$ cat src/rtl/fetch_prefetch_unit.sv
// fetch_prefetch_unit: fetch PC generation plus prefetch FIFO feeding registered decode outputs
// Define FETCH_PERF_CNT_EN to add FetchBubbleCnt, counting edges where decode is starved
module fetch_prefetch_unit #(
  parameter int          DEPTH    = 4,
  parameter logic [31:0] PC_RESET = 32'h0
) (
  input  logic        Clk,
  input  logic        Reset,
  output logic [31:0] IMemAddr,
  output logic        IMemReq,
  input  logic        IMemReady,
  input  logic [31:0] IMemData,
  input  logic        StallD,
  input  logic        Redirect,
  input  logic [31:0] RedirectPC,
  output logic [31:0] InstructionD,
  output logic [31:0] PCPlus4D,
  output logic        ValidD
`ifdef FETCH_PERF_CNT_EN
  ,
  output logic [31:0] FetchBubbleCnt
`endif
);
  localparam int AW = $clog2(DEPTH);
  localparam int CW = AW + 1;
  logic [31:0] instr_mem_q [DEPTH];
  logic [31:0] pc4_mem_q [DEPTH];
  logic [CW-1:0] count_q, count_d;
  logic [AW-1:0] rd_ptr_q, rd_ptr_d, wr_ptr_q, wr_ptr_d;
  logic [31:0] fetch_pc_q, fetch_pc_d, instr_q, instr_d, pc4_q, pc4_d;
  logic valid_q, valid_d, push, pop, load_d;
  assign IMemReq      = Reset & ~Redirect & (count_q < CW'(DEPTH));
  assign IMemAddr     = fetch_pc_q;
  assign push         = IMemReq & IMemReady;
  assign pop          = ~Redirect & ~StallD & (count_q != '0);
  assign load_d       = Redirect | ~StallD;
  assign InstructionD = instr_q;
  assign PCPlus4D     = pc4_q;
  assign ValidD       = valid_q;
  always_comb begin
    count_d    = count_q + CW'(push) - CW'(pop);
    rd_ptr_d   = rd_ptr_q + AW'(pop);
    wr_ptr_d   = wr_ptr_q + AW'(push);
    fetch_pc_d = push ? fetch_pc_q + 32'd4 : fetch_pc_q;
    instr_d    = load_d ? (pop ? instr_mem_q[rd_ptr_q] : '0) : instr_q;
    pc4_d      = pop ? pc4_mem_q[rd_ptr_q] : pc4_q;
    valid_d    = load_d ? pop : valid_q;
    if (Redirect) begin
      count_d    = '0;
      rd_ptr_d   = '0;
      wr_ptr_d   = '0;
      fetch_pc_d = {RedirectPC[31:2], 2'b00};
    end
  end
  always_ff @(posedge Clk) begin
    if (!Reset) begin
      count_q    <= '0;
      rd_ptr_q   <= '0;
      wr_ptr_q   <= '0;
      fetch_pc_q <= PC_RESET;
      instr_q    <= '0;
      pc4_q      <= '0;
      valid_q    <= 1'b0;
    end else begin
      count_q    <= count_d;
      rd_ptr_q   <= rd_ptr_d;
      wr_ptr_q   <= wr_ptr_d;
      fetch_pc_q <= fetch_pc_d;
      instr_q    <= instr_d;
      pc4_q      <= pc4_d;
      valid_q    <= valid_d;
    end
  end
  always_ff @(posedge Clk) begin
    if (push) begin
      instr_mem_q[wr_ptr_q] <= IMemData;
      pc4_mem_q[wr_ptr_q]   <= fetch_pc_q + 32'd4;
    end
  end
`ifdef FETCH_PERF_CNT_EN
  logic [31:0] bubble_q;
  assign FetchBubbleCnt = bubble_q;
  always_ff @(posedge Clk) begin
    if (!Reset) bubble_q <= '0;
    else if (~Redirect & ~StallD & (count_q == '0)) bubble_q <= bubble_q + 32'd1;
  end
`endif
endmodule
$ cat config.mk
export PLATFORM = sky130hd
export DESIGN_NAME = fetch_prefetch_unit
export DESIGN_NICKNAME = d
export VERILOG_FILES = /design/src/rtl/fetch_prefetch_unit.sv
export SDC_FILE = /design/constraint.sdc
export NUM_CORES = 1
export LEC_CHECK = 0
export ABC_AREA = 1
export CORE_MARGIN = 2
export CORE_UTILIZATION = 50
export CTS_CLUSTER_DIAMETER = 200
export DETAILED_ROUTE_END_ITERATION = 12
export DONT_BUFFER_PORTS = 1
export PLACE_DENSITY = 0.73
export REMOVE_ABC_BUFFERS = 1
export SLEW_MARGIN = 10
export SYNTH_ARGS = -nofsm -noshare
export SYNTH_HDL_FRONTEND = slang
export SYNTH_SLANG_ARGS = --single-unit
$ cat constraint.sdc
create_clock -name Clk -period 21.1 [get_ports Clk]
set_input_delay 5.275 -clock Clk [delete_from_list [all_inputs] [get_ports Clk]]
set_output_delay 5.275 -clock Clk [all_outputs]
set_load 0.02 [all_outputs]
# == Word-level counts from Yosys, hierarchy flattened ==
# Memory sizes are Yosys's and may differ from the RTL's. A register that Yosys moved wholly into a read port is not among the register bits.
# Cells that the tools add are included.
# op_classes
n_bitwise,9
n_reduce_logical,4
n_addsub,5
n_lt_le_gt_ge,1
n_mux,6
# op_table
operator,n
$mux W32,3
$add A32 B3 Y32 const B,1
$and A1 B1 Y1,5
$add A2 B1 Y2,2
$add A3 B1 Y3,1
$lt A3 B3 Y1 const B,1
$not A1 Y1,3
$reduce_bool A3 Y1,1
$sub A3 B1 Y3,1
$mux W1,2
$mux W2,1
$reduce_bool A2 Y1,1
$reduce_or A2 Y1,1
$logic_not A1 Y1,1
$or A1 B1 Y1,1
# word_totals
mem_count,2
output_inout_bits,98
reg_bits,72
wordCells,34
ram_bits,256
# mem_list
memory,depth,width,rd,rd_ports_with_merged_regs,write_ports,line_no,text
instr_mem_q,4,32,1,1,1,26,logic [31:0] instr_mem_q [DEPTH];
pc4_mem_q,4,32,1,1,1,27,logic [31:0] pc4_mem_q [DEPTH];

# == Depth between registers and ports, before layout ==
# logic_depth
ltp_word,6
depth_mapped,12
mapped_depth_nobuf,11

# == Least setup slack after synthesis ==
# Ideal clock, no wire load.
# synth_path
path_kind,input -> output
from,input Redirect
to,output IMemReq
cell_stages,4
t_required_ps,15825
arrival_ps,5767
n_path_buf,1
slack_ps,10058
path_cell_list,buf_4 -> inv_2 -> nand2_4 -> nor2_4
# synth_via
elab_chain_cells,3
# synth_lines
element,line_no,text
start: declaration,14,"input logic Redirect,"
$not A1 Y1,32,assign IMemReq = Reset & ~Redirect & (count_q < CW'(DEPTH));
$and A1 B1 Y1 (2 in series),32,
end: declaration,10,"output logic IMemReq,"
# No other way between the ends.

# == Worst setup path in the final report ==
# Same ends and word-level chain as after synthesis.

==> run metrics <==
outcome=finished, final reports clean; Sw Share=21.0%; count of different cell masters after synthesis=36; Syn Inst Count=1290; Clock Power Share=45.1%; Critical Path Start Type=primary input; die span in x=171 microns; r2r endpoint=InstructionD[14]; Row Count=61; Nets=1347; Slew Limit Fails=0; clk_skew=17.3 ps; largest net degree at the start of global routing=95; H-Tree Depth=2; Max-slew headroom=29.4%; Tot GR Track Use=22.0%; power per cell area=93.8 nW/um^2; Top Family by Delay on Critical Path=simple AND/OR/NAND/NOR gates; RR Startpoint=rd_ptr_q[0]; worst reg-to-reg setup slack=18360 ps; post-synthesis sequential area ratio=68.0%; synthesized flop and latch total=348; worst path required time=15830 ps; DRC Markers=0; DRT Pass-1 Iters=5; min cycle time layout=10940 ps; Die Ht=171 microns; area delta synth->final=11.1%; R2R depth=6; DR vias/cell=5.47; Initial Util=50.4%; total core area=27600 sq um; total number of vias=9202; VDD IR max=0.0535 mV; Setup TNS=0 ps; Internal=1.14 mW; Hold Path Sink=PCPlus4D[12]; initial antenna violation count=1; per-cell routed wire length=19.1 microns; number of top-level design ports=167; power share of the combinational group=2.6%; Synthesis Warnings=0; DRT Wirelength=32000 microns; hold path cells=2; count of final hold-check violations=0; Post-CTS Setup Bufs=0; synthesized area=13900 sq um; Power Total=1.45 mW; HP Class=flop to flop; # port buffers=0; Crit path largest cell delay=190 ps; Worst setup EP type=primary output; Buf/Inv on CP=1; crit path DAT=5670 ps; worst hold margin=556 ps; fmax=91.4 MHz; Longest Clk Path Bufs=3; Avg Cell Area, Syn=10.8 sq um; die area=29100 sq um; Worst-path clk slew=60 ps; fin cells=1681; Overflow after GRT=0; WS Path Type=primary input to primary output; first-pass GRT wire length=48700 microns; Worst-Margin Slew=1060 ps; TritonCTS Buffers=38; CTS resizes=0; TritonCTS clock tree=done; total stage count of the critical path=3; final number of setup-violating endpoints=0; DR iter-0 viols=708; power share of the sequential group=52.3%; period utilization=51.9%; Clock Sinks=348; CTS Root Cell=clkbuf_16; slowest library cell on the worst path=nor2_4; hold_sp=pc4_mem_q[3][12]; maxcap violations=0; HPWL after detailed placement=18500 microns; Psw=304 uW; crit-path max FO=33; Placed Cells incl. Taps=1610; clk_lat worst skew=520 ps; RSZ-0062 raised after global routing=false; fraction of layout cells with a size suffix above 1=9.06%; P_leak=5.34 nW; GP Congestion=0.847; Post-CTS Hold Buffers=0; vias in the first global route=8700; Cell Chain, Critical Path=inv_2 > nand2_4 > nor2_4; Detail Route Antenna Nets=0
-- layout make-up --
cell class	instances	area [sq um]
clock inverter	20	156
multi-input combinational	808	3910
sequential	348	9450
clock buffer	50	1100
fill	2273	12100
inverter	62	234
tap	378	473
antenna	1	2.50
timing repair buffer	14	105
-- through the flow --
step | util, % | setup slack (ps) | instance area, sq um
after floorplan | - | 10210 | 13600
after global placement | 51.5 | 10170 | 14200
after detailed placement | 51.5 | 10160 | 14200
after CTS | 56.0 | 10160 | 15400
after global routing | 56.0 | 10130 | 15400
final | 56.0 | 10160 | 15400
-- power by group through the flow --
stage                     registers, mW  logic (mW)  clock network (mW)
after floorplan                   0.769      0.0265                   0
after global placement            0.772      0.0359                   0
after detailed placement          0.772      0.0372                   0
after CTS                         0.758      0.0373               0.664
after global routing              0.758      0.0423               0.694
final                             0.758      0.0372               0.654
-- state kept, by name, summed over array words and instances (netlist names) --
| name | flops |
|---|---|
| InstructionD | 32 |
| instr_mem_q | 128 |
| IMemAddr | 30 |
| rd_ptr_q | 2 |
| ValidD | 1 |
| wr_ptr_q | 2 |
| PCPlus4D | 30 |
| pc4_mem_q | 120 |
| count_q | 3 |
-- worst max path at each step --
stage | from | endpoint | slack (ps)
finish | Redirect | IMemReq | 10160
global route | Redirect | IMemReq | 10130
CTS | Redirect | IMemReq | 10160
detailed placement | Redirect | IMemReq | 10160
global placement | Redirect | IMemReq | 10170
floorplan | Redirect | IMemReq | 10210
-- per-layer routing --
metal	global-route usage [%]	share of wire, %	vias up
met2	35.7	47	336
met3	6.78	9.3	73
met5	0	0	-
met4	8.51	3.3	0
li1	-	-	4391
met1	27.7	41	4402
-- cell families after synthesis --
group / count (synthesis) / share of synthesized area [%]
AOI/OAI and AO/OA: 296 / 11.3
xor gates and xnor gates: 19 / 1.47
adders and majority gates: 6 / 0.594
buffers and inverters: 137 / 4.20
DFF: 348 / 68.0
other: 1 / 0.0270
and+or+nand+nor: 483 / 14.4
-- cells in the mapped netlist --
cell type,n,share of area (%)
a21oi_1,56,2.0
a21oi_2,1,0.063
a22oi_1,2,0.11
a31oi_1,34,1.5
and2_1,3,0.14
buf_1,3,0.081
buf_2,17,0.61
buf_4,9,0.49
buf_6,2,0.16
clkbuf_1,44,1.2
clkinv_1,2,0.054
conb_1,1,0.027
dfxtp_1,100,14
edfxtp_1,248,54
fa_1,1,0.14
ha_1,5,0.45
inv_1,55,1.5
inv_2,5,0.14
nand2_1,212,5.7
nand2_2,6,0.27
nand2_4,5,0.41
nand3_1,14,0.50
nand4_1,1,0.045
nor2_1,224,6.0
nor2_2,1,0.045
nor2_4,10,0.81
nor2_8,1,0.14
nor3_1,5,0.18
nor3_2,1,0.072
o211ai_1,1,0.054
o21ai_0,166,6.0
o21ai_1,4,0.14
o22ai_1,32,1.4
xnor2_1,5,0.32
xor2_1,9,0.57
xor2_2,5,0.59
-- tightest hold or removal path: cells and delay by family, from the launching register on --
family	cells	cell delay, ps
flops	1	310
compound gates	2	200
-- cell usage in the layout (no fill, tap or decap), types with 2 or more instances in the layout --
cell / netlist / layout
nand3_1: 14 / 14
and2_1: 3 / 3
bufinv_16: 0 / 2
buf_4: 9 / 14
clkbuf_8: 0 / 4
a21oi_1: 56 / 56
clkbuf_16: 0 / 41
a22oi_1: 2 / 2
xor2_1: 9 / 9
conb_1: 1 / 4
o21ai_0: 166 / 166
nor2_1: 224 / 223
nand2_2: 6 / 6
nor2_4: 10 / 11
xnor2_1: 5 / 5
o22ai_1: 32 / 32
clkinv_2: 0 / 10
nand2_1: 212 / 212
o21ai_1: 4 / 4
inv_1: 55 / 55
dfxtp_1: 100 / 98
clkinv_1: 2 / 5
clkbuf_1: 44 / 5
inv_2: 5 / 6
clkinvlp_4: 0 / 2
edfxtp_1: 248 / 248
nand2_4: 5 / 5
ha_1: 5 / 5
nor3_2: 1 / 4
a31oi_1: 34 / 34
xor2_2: 5 / 5
Note: power is estimated with default switching activity, not from simulation.
